==> src/rtl/pipe_ctrl_pkg.sv <==
// Shared definitions for the pipeline control slice: state encoding, register
// address constants and the control-vector bundle driven to the pipeline registers.
package pipe_ctrl_pkg;

    localparam int REG_ADDR_W = 5;
    localparam logic [REG_ADDR_W-1:0] REG_ZERO = 5'd0;

    typedef enum logic [1:0] {
        ST_RUN      = 2'd0,
        ST_MEM_WAIT = 2'd1,
        ST_MEM_ERR  = 2'd2
    } state_e;

    typedef struct packed {
        logic pc_en;
        logic if_id_en;
        logic id_ex_en;
        logic ex_mem_en;
        logic mem_wb_en;
        logic if_id_flush;
        logic id_ex_flush;
        logic mem_wb_flush;
        logic mem_err;
    } ctrl_t;

    // Control for a non-frozen cycle: taken branch outranks load-use because
    // the ID instruction that would cause the bubble is squashed anyway.
    function automatic ctrl_t run_ctrl(input logic branch_taken, input logic lu);
        ctrl_t c;
        c = '{pc_en: 1'b1, if_id_en: 1'b1, id_ex_en: 1'b1, ex_mem_en: 1'b1,
              mem_wb_en: 1'b1, if_id_flush: 1'b0, id_ex_flush: 1'b0,
              mem_wb_flush: 1'b0, mem_err: 1'b0};
        if (branch_taken) begin
            c.if_id_flush = 1'b1;
            c.id_ex_flush = 1'b1;
        end else if (lu) begin
            c.pc_en       = 1'b0;
            c.if_id_en    = 1'b0;
            c.id_ex_flush = 1'b1;
        end
        return c;
    endfunction

endpackage

==> src/rtl/load_use_detect.sv <==
// Combinational load-use hazard detection between the load in EX and the
// source operands of the instruction in ID. Register 0 never hazards.
module load_use_detect
    import pipe_ctrl_pkg::*;
(
    input  logic                  ex_mem_read_i,
    input  logic [REG_ADDR_W-1:0] ex_rd_i,
    input  logic [REG_ADDR_W-1:0] id_rs_i,
    input  logic [REG_ADDR_W-1:0] id_rt_i,
    input  logic                  id_uses_rt_i,
    output logic                  lu_o
);

    logic rs_match;
    logic rt_match;

    assign rs_match = (ex_rd_i == id_rs_i);
    assign rt_match = id_uses_rt_i && (ex_rd_i == id_rt_i);
    assign lu_o     = ex_mem_read_i && (ex_rd_i != REG_ZERO) && (rs_match || rt_match);

endmodule

==> src/rtl/pipe_hazard_ctrl.sv <==
// Pipeline enable/flush sequencer: load-use bubbles, taken-branch squashes and
// frozen multi-cycle memory waits with timeout abort. Outputs are Mealy.
module pipe_hazard_ctrl
    import pipe_ctrl_pkg::*;
#(
    parameter int TIMEOUT = 16,
    parameter int CNT_W   = 32
) (
    input  logic                  clk,
    input  logic                  reset,
    input  logic [REG_ADDR_W-1:0] id_rs,
    input  logic [REG_ADDR_W-1:0] id_rt,
    input  logic                  id_uses_rt,
    input  logic                  ex_mem_read,
    input  logic [REG_ADDR_W-1:0] ex_rd,
    input  logic                  ex_branch_taken,
    input  logic                  mem_req,
    input  logic                  mem_ready,
    output logic                  pc_en,
    output logic                  if_id_en,
    output logic                  id_ex_en,
    output logic                  ex_mem_en,
    output logic                  mem_wb_en,
    output logic                  if_id_flush,
    output logic                  id_ex_flush,
    output logic                  mem_wb_flush,
    output logic                  mem_err,
    output logic [CNT_W-1:0]      stall_cnt
);

    localparam int TCNT_W = $clog2(TIMEOUT) + 1;
    localparam logic [TCNT_W-1:0] TCNT_LAST = TCNT_W'(TIMEOUT - 1);

    state_e              state_q, state_d;
    logic [TCNT_W-1:0]   tcnt_q, tcnt_d;
    logic [CNT_W-1:0]    stall_cnt_q, stall_cnt_d;
    logic                lu;
    logic                ms;
    ctrl_t               ctrl;

    load_use_detect u_lu (
        .ex_mem_read_i (ex_mem_read),
        .ex_rd_i       (ex_rd),
        .id_rs_i       (id_rs),
        .id_rt_i       (id_rt),
        .id_uses_rt_i  (id_uses_rt),
        .lu_o          (lu)
    );

    assign ms = mem_req && !mem_ready;

    always_comb begin
        ctrl    = run_ctrl(ex_branch_taken, lu);
        state_d = state_q;
        tcnt_d  = tcnt_q;
        unique case (state_q)
            ST_RUN: begin
                if (ms) begin
                    ctrl    = '0;
                    state_d = ST_MEM_WAIT;
                    tcnt_d  = TCNT_W'(1);
                end
            end
            ST_MEM_WAIT: begin
                if (mem_ready) begin
                    state_d = ST_RUN;
                    tcnt_d  = '0;
                end else begin
                    ctrl = '0;
                    if (tcnt_q == TCNT_LAST) begin
                        state_d = ST_MEM_ERR;
                        tcnt_d  = '0;
                    end else begin
                        tcnt_d = tcnt_q + TCNT_W'(1);
                    end
                end
            end
            ST_MEM_ERR: begin
                // The aborted access must not reach the register file.
                ctrl.mem_wb_flush = 1'b1;
                ctrl.mem_err      = 1'b1;
                state_d           = ST_RUN;
                tcnt_d            = '0;
            end
            default: begin
                state_d = ST_RUN;
                tcnt_d  = '0;
            end
        endcase
    end

    always_comb begin
        stall_cnt_d = stall_cnt_q;
        if (!ctrl.pc_en && (stall_cnt_q != {CNT_W{1'b1}})) begin
            stall_cnt_d = stall_cnt_q + CNT_W'(1);
        end
    end

    always_ff @(posedge clk or posedge reset) begin
        if (reset) begin
            state_q     <= ST_RUN;
            tcnt_q      <= '0;
            stall_cnt_q <= '0;
        end else begin
            state_q     <= state_d;
            tcnt_q      <= tcnt_d;
            stall_cnt_q <= stall_cnt_d;
        end
    end

    // Reset forces a safe pipeline immediately, independent of the clock.
    assign pc_en        = !reset && ctrl.pc_en;
    assign if_id_en     = !reset && ctrl.if_id_en;
    assign id_ex_en     = !reset && ctrl.id_ex_en;
    assign ex_mem_en    = !reset && ctrl.ex_mem_en;
    assign mem_wb_en    = !reset && ctrl.mem_wb_en;
    assign if_id_flush  = reset || ctrl.if_id_flush;
    assign id_ex_flush  = reset || ctrl.id_ex_flush;
    assign mem_wb_flush = reset || ctrl.mem_wb_flush;
    assign mem_err      = !reset && ctrl.mem_err;
    assign stall_cnt    = stall_cnt_q;

endmodule

==> config.mk <==
export PLATFORM = sky130hd
export DESIGN_NAME = pipe_hazard_ctrl
export DESIGN_NICKNAME = d
export VERILOG_FILES = /design/src/rtl/pipe_ctrl_pkg.sv /design/src/rtl/load_use_detect.sv /design/src/rtl/pipe_hazard_ctrl.sv
export SDC_FILE = /design/constraint.sdc
export NUM_CORES = 1
export LEC_CHECK = 0
export ABC_AREA = 1
export BUFFER_PORTS_ARGS = -buffer_cell sky130_fd_sc_hd__clkbuf_2
export CORE_MARGIN = 2
export CORE_UTILIZATION = 55
export CTS_BUF_LIST = sky130_fd_sc_hd__clkbuf_16
export CTS_CLUSTER_SIZE = 10
export DETAILED_ROUTE_END_ITERATION = 6
export GPL_TIMING_DRIVEN = 0
export PLACE_DENSITY = 0.81
export SLEW_MARGIN = 15
export SYNTH_ARGS = -nofsm -noshare
export SYNTH_HDL_FRONTEND = slang
export SYNTH_SLANG_ARGS = --single-unit
==> constraint.sdc <==
create_clock -name clk -period 3.15 [get_ports clk]
set_input_delay 0.7875 -clock clk [delete_from_list [all_inputs] [get_ports clk]]
set_output_delay 0.7875 -clock clk [all_outputs]
set_load 0.005 [all_outputs]
==> impl_metrics.json <==
{
  "outcome": "finished clean",
  "syn_nets": 456,
  "hold_path_class": "reg2reg",
  "max_freq_mhz": 338.9,
  "worst_setup_path_start_kind": "input port",
  "cts_buffer_depth": 2,
  "diodes": 0,
  "period_share": 0.9367,
  "holdPathEnd": "tcnt_q[4]",
  "drive_above_1_share": 0.1829,
  "p_leak_nw": 1.840,
  "reg2reg_to": "stall_cnt[9]",
  "worst-path-max-fanout": 10,
  "ys_seq_area_frac": 0.3502,
  "rrSetupSlack_ns": 1.12,
  "syn-cell-area_sq_um": 2786,
  "h-tree-depth": 2,
  "totalPowerFinal_mw": 1.701,
  "hp-start": "tcnt_q[4]",
  "worstRegToRegCells": 9,
  "drv_slew": 0,
  "min_period_ns": 2.951,
  "wl_per_cell_um": 12.33,
  "ant_nets": 0,
  "globalplace.congestion": 0.9241,
  "arrival_ns": 2.16,
  "drc": 0,
  "vias": 2900,
  "synth_cells": 432,
  "num-nets-final": 526,
  "cts.sinks": 39,
  "die_area_sq_um": 5651,
  "grt_max_degree": 23,
  "ctsRootBufferMaster": "clkbuf_16",
  "io_buffers": 62,
  "yosysWarnings": 0,
  "ir_drop_mv": 0.4154,
  "fp.dieH_um": 75.18,
  "setup_tns_ns": 0,
  "worst_skew_pair.late_latency_ns": 0.28,
  "synth_cell_types": 27,
  "via_per_inst": 5.088,
  "drt_iter0_markers": 194,
  "core_area_sq_um": 4817,
  "hold_viol_final": 0,
  "maxCapViolations": 0,
  "grt-ovfl-total": 0,
  "grt_pass1_vias": 2685,
  "grt_pass1_wl_mm": 11.91,
  "ys_ff_latch": 39,
  "wl_mm": 7.029,
  "crit_required_ns": 2.36,
  "holdWs_ns": 0.4923,
  "first_pass_iters": 5,
  "track_usage": 0.2726,
  "holdPathStages": 2,
  "die_w_um": 75.18,
  "endpoint_kind": "output pin",
  "cts_setup_buffers": 0,
  "path_clk_slew_ns": 0.06,
  "areaGrowthSynthToFinish_pct": 21.19,
  "pin_count": 63,
  "antenna_found_initial": 0,
  "worst_pin_slew_ns": 0.6469,
  "p_per_area_nw_per_um2": 503.7,
  "start_util": 0.5784,
  "avgSynthCellArea_sq_um": 6.450,
  "path_class": "in2out",
  "cts_tree": "yes",
  "timing.rr.start": "stall_cnt[0]",
  "hpwl_mm": 5.597,
  "numCtsBuffers": 5,
  "maxSlewHeadroom": 0.5654,
  "fillers": 441,
  "core.rowCount": 25,
  "grt_setup_unrepaired": "false",
  "setup_viol": 0,
  "fin_skew_ns": 0.004582
}
[sequential cells by signal, summed over array words and instances (netlist names)]
| register | count |
|---|---|
| tcnt_q | 5 |
| state_q | 2 |
| stall_cnt | 32 |
[where the power goes]
part / switching (mW) / internal [mW] / total [mW] / leakage, nW
Combinational: 0.309 / 0.201 / 0.510 / 1.22
Sequential: 0.0717 / 0.554 / 0.626 / 0.534
Clock: 0.196 / 0.369 / 0.565 / 0.0812
Total: 0.577 / 1.12 / 1.70 / 1.84
[layout make-up]
type	count	area (sq um)	area share
Timing Repair Buffer	63	337.8	0.1000
Clock buffer	5	125.1	0.03705
Clock inverter	3	38.79	0.01149
Sequential cell	39	975.9	0.2890
Multi-Input combinational cell	339	1569	0.4646
Buffer	12	88.84	0.02631
Inverter	42	157.7	0.04668
Tap cell	67	83.83	0.02482
[placed cells by master (no fill, tap or decap)]
| master | instances |
|---|---|
| o21ai_0 | 4 |
| nor2_1 | 57 |
| ha_1 | 2 |
| xnor2_1 | 6 |
| clkbuf_16 | 5 |
| clkbuf_4 | 1 |
| nand3b_1 | 5 |
| o21bai_1 | 1 |
| nand3_2 | 1 |
| nor4_2 | 1 |
| bufinv_16 | 1 |
| clkinv_1 | 1 |
| buf_6 | 3 |
| nand4_1 | 3 |
| nand2_4 | 1 |
| clkinv_2 | 1 |
| nor2_4 | 1 |
| nand4_4 | 1 |
| nand2_2 | 2 |
| inv_1 | 40 |
| dfrtp_1 | 39 |
| buf_4 | 3 |
| buf_2 | 5 |
| inv_2 | 2 |
| nor3_1 | 12 |
| buf_16 | 1 |
| nand2_1 | 178 |
| clkbuf_2 | 62 |
| a21oi_1 | 6 |
| a31o_2 | 1 |
| nand3_1 | 39 |
| and3_1 | 1 |
| a31oi_1 | 1 |
| xor2_1 | 16 |
[how the worst max path moves through the flow]
stage,from,endpoint
2_1_floorplan,reset,id_ex_flush
3_3_place_gp,reset,id_ex_flush
3_5_place_dp,ex_rd[1],pc_en
4_1_cts,ex_rd[1],pc_en
5_1_grt,ex_rd[3],pc_en
6_report,ex_rd[3],pc_en
[critical path: stages]
cell,delay [ns]
clkbuf_2,0.09
inv_1,0.11
nand4_1,0.10
o21ai_0,0.20
inv_1,0.08
nand3_1,0.10
nand2_2,0.12
clkbuf_4,0.22
nor2_1,0.14
buf_4,0.13
clkbuf_2,0.10
[logic make-up (layout without fill, tap and decap cells)]
logic type	Yosys count	in the layout	synth area share
AOI/OAI and AO/OA	13	13	0.02605
xor gates and xnor gates	22	22	0.06915
adders and majority gates	2	2	0.008979
buffers and inverters	54	125	0.08756
DFF	39	39	0.3502
and+or+nand+nor	302	302	0.4580
[cell usage after synthesis, drive strengths merged]
cell type	n	area, sq um
a31o	1	8.760
o21ai	4	20.02
a21oi	6	30.03
nor2	58	225.2
o21bai	1	7.510
xor2	16	140.1
a31oi	1	6.260
ha	2	25.02
nor3	12	60.06
nand3b	5	37.54
dfrtp	39	975.9
xnor2	6	52.55
nand4	4	40.04
buf	12	86.33
nor4	1	12.51
inv	42	157.7
nand3	40	205.2
and3	1	6.260
nand2	181	689.4
[layer usage]
| layer | wire [um] | vias up | track usage |
|---|---|---|---|
| met3 | 365 | 11 | 0.05087 |
| met2 | 3458 | 101 | 0.4747 |
| met4 | 75 | 0 | 0.06043 |
| met5 | 0 | - | 0 |
| met1 | 3129 | 1310 | 0.3524 |
| li1 | - | 1478 | - |
[through the flow]
stage / setup WS, ns / cells / area, sq um / util
after floorplan: 0.2663 / 432 / 2786 / -
after global placement: -0.2459 / 561 / 3181 / 0.6603
after detailed placement: 0.1387 / 562 / 3208 / 0.6660
after CTS: 0.1343 / 570 / 3372 / 0.7000
after global routing: 0.05481 / 570 / 3377 / 0.7010
final: 0.1995 / 570 / 3377 / 0.7010
[timing repair]
action                                  4_1_cts  5_1_grt
hold buffers                                  0        0
hold endpoints to repair                      0        0
endpoints found under the setup margin        0        1
gates resized for setup                       0        2
No activity file was read; power rests on OpenSTA's default activity.
